### config.mk
export PLATFORM = sky130hd
export DESIGN_NAME = mem_wb_stage
export DESIGN_NICKNAME = d
export VERILOG_FILES = /design/src/rtl/mem_wb_stage.sv
export SDC_FILE = /design/constraint.sdc
export NUM_CORES = 1
export LEC_CHECK = 0
export ABC_CLOCK_PERIOD_IN_PS = 4200
export CAP_MARGIN = 20
export CORE_UTILIZATION = 45
export CTS_CLUSTER_DIAMETER = 40
export CTS_CLUSTER_SIZE = 10
export DETAILED_ROUTE_END_ITERATION = 10
export MAX_ROUTING_LAYER = met4
export PLACE_DENSITY = 0.91
export SLEW_MARGIN = 40
export SYNTH_ARGS = -nofsm -noshare
export SYNTH_HDL_FRONTEND = slang
export SYNTH_SLANG_ARGS = --single-unit
export TNS_END_PERCENT = 5
### constraint.sdc
create_clock -name clk -period 4.2 [get_ports clk]
set_clock_uncertainty 0.15 [all_clocks]
set_input_delay 0.84 -clock clk [delete_from_list [all_inputs] [get_ports clk]]
set_output_delay 0.84 -clock clk [all_outputs]
set_load 0.03 [all_outputs]
### src/rtl/mem_wb_stage.sv
// mem_wb_stage -- memory / writeback stage of the RISC-V pipeline.
//
// Decodes the instruction in the decode/execute register and does one of two things.
// Non-memory instructions produce their writeback value combinationally.
// Loads and stores go through a registered req/ack data-memory handshake.
// While an access is outstanding, stall_mem freezes the upstream pipeline
// registers. The load result is returned to the register file in the RESP cycle.
//
// Ports
//   clk, rst               : core clock, synchronous active-high reset
//   instruction_ppl        : instruction being retired
//   PC_ppl                 : its PC (JAL/JALR link value is PC_ppl + 4)
//   ALU_ppl                : ALU result / effective address
//   rdata2_forwarded_ppl   : store data (rs2)
//   wdata, reg_wr          : register-file writeback data and enable
//   stall_mem              : hold upstream pipeline registers
//   misalign               : single-cycle flag for a misaligned access
//   dmem_req/we/addr/wdata/be : registered data-memory request
//   dmem_ack, dmem_rdata   : memory completion strobe and load data
//   dmem_err               : single-cycle pulse when an access is aborted on timeout
//
// Build option
//   DMEM_TIMEOUT_EN : when defined, an access still unacknowledged after
//                     TIMEOUT_CYCLES request cycles is abandoned. dmem_err pulses
//                     and the pipeline continues without a writeback.
//                     When undefined, REQ waits forever and dmem_err is tied to 0.

module mem_wb_stage #(
    parameter int TIMEOUT_CYCLES = 64
) (
    input  logic        clk,
    input  logic        rst,
    input  logic [31:0] instruction_ppl,
    input  logic [31:0] PC_ppl,
    input  logic [31:0] ALU_ppl,
    input  logic [31:0] rdata2_forwarded_ppl,
    output logic [31:0] wdata,
    output logic        reg_wr,
    output logic        stall_mem,
    output logic        misalign,
    output logic        dmem_req,
    output logic        dmem_we,
    output logic [31:0] dmem_addr,
    output logic [31:0] dmem_wdata,
    output logic [3:0]  dmem_be,
    input  logic        dmem_ack,
    input  logic [31:0] dmem_rdata,
    output logic        dmem_err
);

    typedef enum logic [1:0] {IDLE = 2'd0, REQ = 2'd1, RESP = 2'd2} state_t;

    localparam logic [4:0] OPC_LOAD   = 5'b00000;
    localparam logic [4:0] OPC_STORE  = 5'b01000;
    localparam logic [4:0] OPC_JAL    = 5'b11011;
    localparam logic [4:0] OPC_JALR   = 5'b11001;
    localparam logic [4:0] OPC_BRANCH = 5'b11000;

    // funct3[1:0] encodes the access size: 00 byte, 01 half, 1x word.
    function automatic logic [3:0] store_be(input logic [1:0] size, input logic [1:0] k);
        case (size)
            2'b00:   store_be = 4'b0001 << k;
            2'b01:   store_be = 4'b0011 << k;
            default: store_be = 4'b1111;
        endcase
    endfunction

    function automatic logic [31:0] store_data(input logic [1:0] size, input logic [31:0] d);
        case (size)
            2'b00:   store_data = {4{d[7:0]}};
            2'b01:   store_data = {2{d[15:0]}};
            default: store_data = d;
        endcase
    endfunction

    function automatic logic [31:0] load_fmt(input logic [2:0] f3, input logic [31:0] rd_word,
                                             input logic [1:0] k);
        logic        [31:0] sh;
        logic signed [7:0]  b_s;
        logic signed [15:0] h_s;
        logic signed [31:0] r_s;
        sh  = rd_word >> {k, 3'b000};
        b_s = sh[7:0];
        h_s = sh[15:0];
        case (f3)
            3'b000:  r_s = 32'(b_s);              // LB, sign-extended
            3'b001:  r_s = 32'(h_s);              // LH, sign-extended
            3'b100:  r_s = {24'd0, sh[7:0]};      // LBU
            3'b101:  r_s = {16'd0, sh[15:0]};     // LHU
            default: r_s = sh;                    // LW
        endcase
        load_fmt = r_s;
    endfunction

    state_t      state;
    logic [31:0] ld_q;
    logic [2:0]  ld_f3_q;
    logic [1:0]  ld_k_q;

    logic [4:0] opc;
    logic [2:0] funct3;
    logic [4:0] rd;
    logic       is_load, is_store, is_link, is_branch, is_mem;
    logic       misaligned, mem_go;

    assign opc       = instruction_ppl[6:2];
    assign funct3    = instruction_ppl[14:12];
    assign rd        = instruction_ppl[11:7];
    assign is_load   = (opc == OPC_LOAD);
    assign is_store  = (opc == OPC_STORE);
    assign is_link   = (opc == OPC_JAL) || (opc == OPC_JALR);
    assign is_branch = (opc == OPC_BRANCH);
    assign is_mem    = is_load || is_store;

    assign misaligned = ((funct3[1:0] == 2'b01) && ALU_ppl[0]) ||
                        (funct3[1] && (ALU_ppl[1:0] != 2'b00));
    assign mem_go     = is_mem && !misaligned;

    // Writeback, stall and misalign are combinational off the held instruction.
    // A load only writes back in RESP. By then the loaded value is parked in ld_q.
    always_comb begin
        wdata     = ALU_ppl;
        reg_wr    = 1'b1;
        stall_mem = 1'b0;
        misalign  = 1'b0;
        if (is_load) begin
            wdata  = ld_q;
            reg_wr = (state == RESP) && !dmem_err;
        end else if (is_store || is_branch) begin
            reg_wr = 1'b0;
        end else if (is_link) begin
            wdata = PC_ppl + 32'd4;
        end
        if (is_mem && misaligned && (state == IDLE)) begin
            misalign = 1'b1;
            reg_wr   = 1'b0;
        end
        if (rd == 5'd0) begin
            reg_wr = 1'b0;
        end
        stall_mem = ((state == IDLE) && mem_go) || (state == REQ);
        if (rst) begin
            reg_wr    = 1'b0;
            stall_mem = 1'b0;
            misalign  = 1'b0;
        end
    end

`ifdef DMEM_TIMEOUT_EN
    localparam int CNT_W = $clog2(TIMEOUT_CYCLES + 1);
    logic [CNT_W-1:0] to_cnt;
`else
    assign dmem_err = 1'b0;
`endif

    // Stage boundary: IDLE issues the request; REQ waits for ack (or timeout); RESP retires.
    always_ff @(posedge clk) begin
        if (rst) begin
            state      <= IDLE;
            dmem_req   <= 1'b0;
            dmem_we    <= 1'b0;
            dmem_addr  <= 32'd0;
            dmem_wdata <= 32'd0;
            dmem_be    <= 4'd0;
`ifdef DMEM_TIMEOUT_EN
            dmem_err   <= 1'b0;
            to_cnt     <= '0;
`endif
        end else begin
`ifdef DMEM_TIMEOUT_EN
            dmem_err <= 1'b0;
`endif
            case (state)
                IDLE: begin
                    if (mem_go) begin
                        dmem_req   <= 1'b1;
                        dmem_we    <= is_store;
                        dmem_addr  <= {ALU_ppl[31:2], 2'b00};
                        dmem_wdata <= store_data(funct3[1:0], rdata2_forwarded_ppl);
                        dmem_be    <= is_store ? store_be(funct3[1:0], ALU_ppl[1:0]) : 4'b1111;
                        state      <= REQ;
                    end
                end
                REQ: begin
                    if (dmem_ack) begin
                        dmem_req <= 1'b0;
                        state    <= RESP;
`ifdef DMEM_TIMEOUT_EN
                        to_cnt   <= '0;
`endif
                    end
`ifdef DMEM_TIMEOUT_EN
                    else if (to_cnt == CNT_W'(TIMEOUT_CYCLES - 1)) begin
                        dmem_req <= 1'b0;
                        dmem_err <= 1'b1;
                        to_cnt   <= '0;
                        state    <= RESP;
                    end else begin
                        to_cnt <= to_cnt + CNT_W'(1);
                    end
`endif
                end
                default: state <= IDLE;
            endcase
        end
    end

    // Load formatting context and result. These are data registers, so they have no reset.
    always_ff @(posedge clk) begin
        if ((state == IDLE) && mem_go) begin
            ld_f3_q <= funct3;
            ld_k_q  <= ALU_ppl[1:0];
        end
        if ((state == REQ) && dmem_ack) begin
            ld_q <= load_fmt(ld_f3_q, dmem_rdata, ld_k_q);
        end
    end

    // Instruction fields this stage does not decode.
    logic unused_bits;
`ifdef DMEM_TIMEOUT_EN
    assign unused_bits = ^{instruction_ppl[31:15], instruction_ppl[1:0]};
`else
    assign unused_bits = ^{instruction_ppl[31:15], instruction_ppl[1:0], (TIMEOUT_CYCLES > 0)};
`endif

endmodule

==> qor.yml <==
floorplanning:
  die_h_microns: 115
  initial_core_util_pct: 46.0
  fp.dieW_microns: 115
  rows: 41
  boundaryPins: 269
  coreArea_sq_um: 12600
  fp.dieArea_sq_um: 13300
synthesis:
  synth_edf_count: 37
  synthArstFlopShare_pct: 0
  ys_seq_area_share_pct: 43.5
  yosysWarnings: 0
  syn_inst: 703
  yosys.area_share.simple_pct: 22.4
  synth_xor_area_share_pct: 4.25
  synth_top_family_by_area: "simple AND/OR/NAND/NOR gates"
  ys_ff_latch: 107
  synth_fa_ha_area_share_pct: 0.217
  synth_compound_area_share_pct: 19.0
  avgSynthCellArea_sq_um: 8.22
  synthFlopType: "dfxtp_1"
  ys_types: 47
  synth_area_sq_um: 5780
  muxShareOfSynthArea_pct: 5.54
clock_tree:
  cts_setup_buffers: 0
  clkLatencyLatePin_ns: 0.35
  tritoncts: "built"
  h-tree-depth: 3
  clkTransAtPathRegs_ns: 0.07
  cts_buffers: 9
  cts.sink_count: 107
  clock-root-buffer: "clkbuf_16"
  postCtsHoldBufs: 0
  clk_path_buf_depth: 2
global_route:
  grt_overflow: 0
  grt_pass1_wl_mm: 29.9
  grt_use_total_pct: 31.1
  antenna_found_initial: 1
  grt_max_degree: 90
  grt_pass1_vias: 5599
route:
  dr_total_vias: 6167
  ant_nets: 0
  dr.pass1.iters: 5
  drtIter0Drc: 568
  routed_via_density: 5.51
  wl_per_cell_microns: 18.3
  drc: 0
  drt_wl_total_mm: 20.5
setup_path:
  crit_arrival_ns: 3.09
  critPathMaxFanout: 4
  worstSetupPathType: "in -> out"
  crit_required_ns: 3.21
  endpoint_kind: "output pin"
  start_kind: "primary input"
sta:
  max_freq_mhz: 245
  slew_violations: 0
  relSlewSlack_pct: 53.2
  rsz0062_at_grt: "false"
  tightest_slew_ns: 0.702
  post-route-period-util_pct: 97.1
  setup-tns-final_ns: 0
  setup_viol: 0
  min_period_ns: 4.08
  finalHoldViolCount: 0
power:
  swShare_pct: 27.2
  ir_worst_vdd_v: 0.000199
  p_sw_uw: 682
  leakagePower_nw: 3.23
  p_int_mw: 1.83
  comb_power_share_pct: 20.0
  power_density_nw_per_um2: 286
  fin_total_pwr_mw: 2.51
  power_frac_clock_pct: 36.5
  p_seq_share_pct: 43.4
job:
  maxCapViolations: 0
layout:
  final_cell_mix: "214 x clkdlybuf4s50_1, 147 x nand2_1, 87 x a21oi_1"
  fillCellCount: 967
  final_layout_size_suffix_gt1_share_pct: 9.09
  nets: 1105
  mostFrequentLayoutCell: "clkdlybuf4s50_1"
  area_delta_synth_final_pct: 51.9
placement:
  post-dp-hpwl_mm: 15.3
  place.port_buffers: 246
  gp_congestion: 0.898
status:
  run_status: "finished, final reports clean"
min_path:
  hold_path.class: "reg -> reg"
## stage by stage
step / hold WS [ns] / utilization, % / worst slack (ns) / cells / area (sq um)
floorplan: 0.392 / - / 0.633 / 705 / 5780
global placement: 0.288 / 66.8 / 0.0902 / 1099 / 8400
detailed placement: 0.296 / 67.1 / 0.0832 / 1102 / 8440
CTS: 0.306 / 69.7 / 0.0615 / 1118 / 8760
global route: 0.323 / 69.8 / 0.0264 / 1119 / 8770
finish: 0.303 / 69.8 / 0.123 / 1119 / 8770
## final cells by class
| type | instances | area [sq um] | share of cell area [%] |
|---|---|---|---|
| diodes | 1 | 2.50 | 0.0285 |
| multi-input cells | 541 | 2980 | 34.0 |
| clock inverters | 6 | 70.1 | 0.799 |
| well taps | 172 | 215 | 2.45 |
| repair buffers | 277 | 2720 | 30.9 |
| clock buffers | 10 | 250 | 2.85 |
| flip-flops and latches | 107 | 2510 | 28.6 |
| inverters | 5 | 23.8 | 0.271 |
## cell usage after synthesis, types with 2 or more instances
| cell type | n | area (sq um) |
|---|---|---|
| a211oi_1 | 16 | 120 |
| a21oi_1 | 87 | 435 |
| a22oi_1 | 2 | 15.0 |
| a311oi_1 | 2 | 17.5 |
| a311oi_2 | 6 | 90.1 |
| a31oi_1 | 3 | 18.8 |
| and3_1 | 19 | 119 |
| buf_1 | 2 | 7.51 |
| buf_2 | 9 | 45.0 |
| buf_4 | 6 | 45.0 |
| buf_6 | 5 | 56.3 |
| clkbuf_1 | 30 | 113 |
| dfxtp_1 | 70 | 1400 |
| edfxtp_1 | 37 | 1110 |
| inv_1 | 4 | 15.0 |
| mux2i_1 | 32 | 320 |
| nand2_1 | 147 | 552 |
| nand2b_1 | 2 | 12.5 |
| nand3_1 | 14 | 70.1 |
| nand4_1 | 10 | 62.6 |
| nor2_1 | 64 | 240 |
| nor2b_1 | 13 | 81.3 |
| nor3_1 | 4 | 20.0 |
| nor4_1 | 4 | 25.0 |
| o211ai_1 | 10 | 75.1 |
| o21ai_0 | 50 | 250 |
| o21ai_1 | 5 | 25.0 |
| o22ai_1 | 5 | 31.3 |
| xnor2_1 | 6 | 52.6 |
| xor2_1 | 22 | 193 |
## path summary, 6_finish.rpt
kind         cells past startpoint  slack, ns   endpoint      start
max                              8       0.12  wdata[12]  PC_ppl[2]
min                              2       0.30    dmem_we    dmem_we
max reg2reg                      5       1.88   ld_q[16]  ld_k_q[1]
min reg2reg                      2       0.30    dmem_we    dmem_we
## critical path: stages
cell	delay, ns
clkdlybuf4s50_1	0.54
ha_1	0.22
nand3_1	0.13
nor2_1	0.19
and4_1	0.23
xnor2_1	0.06
o21ai_0	0.16
clkdlybuf4s50_1	0.72
## power by group through the flow
stage | clock (mW) | combinational (mW) | sequential (mW)
after floorplan | 0 | 0.194 | 1.13
after global placement | 0 | 0.488 | 1.11
after detailed placement | 0 | 0.496 | 1.11
after CTS | 0.922 | 0.500 | 1.09
after global routing | 0.960 | 0.531 | 1.09
final | 0.917 | 0.503 | 1.09
## kinds of logic after synthesis
family | after synthesis
mux | 32
compound gates | 188
flops | 107
simple gates | 289
buf+inv | 57
xor+xnor | 28
other cells | 1
fa+ha+maj | 1
## registers in the layout, summed over array words and instances, names as in the netlist
| register | cells |
|---|---|
| dmem_addr | 30 |
| dmem_be | 4 |
| dmem_req | 1 |
| dmem_wdata | 32 |
| dmem_we | 1 |
| ld_f3_q | 3 |
| ld_k_q | 2 |
| ld_q | 32 |
| state | 2 |
## what timing repair did
item	CTS	global route
resized for setup	0	5
endpoints found under the hold margin	0	0
endpoints found under the setup margin	0	5
## routing by layer
layer	routed length (microns)	GRT usage [%]	share of wire, %	up-vias
li1	-	-	-	2954
met1	8610	40.0	42	2858
met2	9700	48.1	47	304
met3	1470	4.43	7.2	51
met4	694	14.4	3.4	0
met5	0	-	0	-
Power figures use the tool's default switching activity.
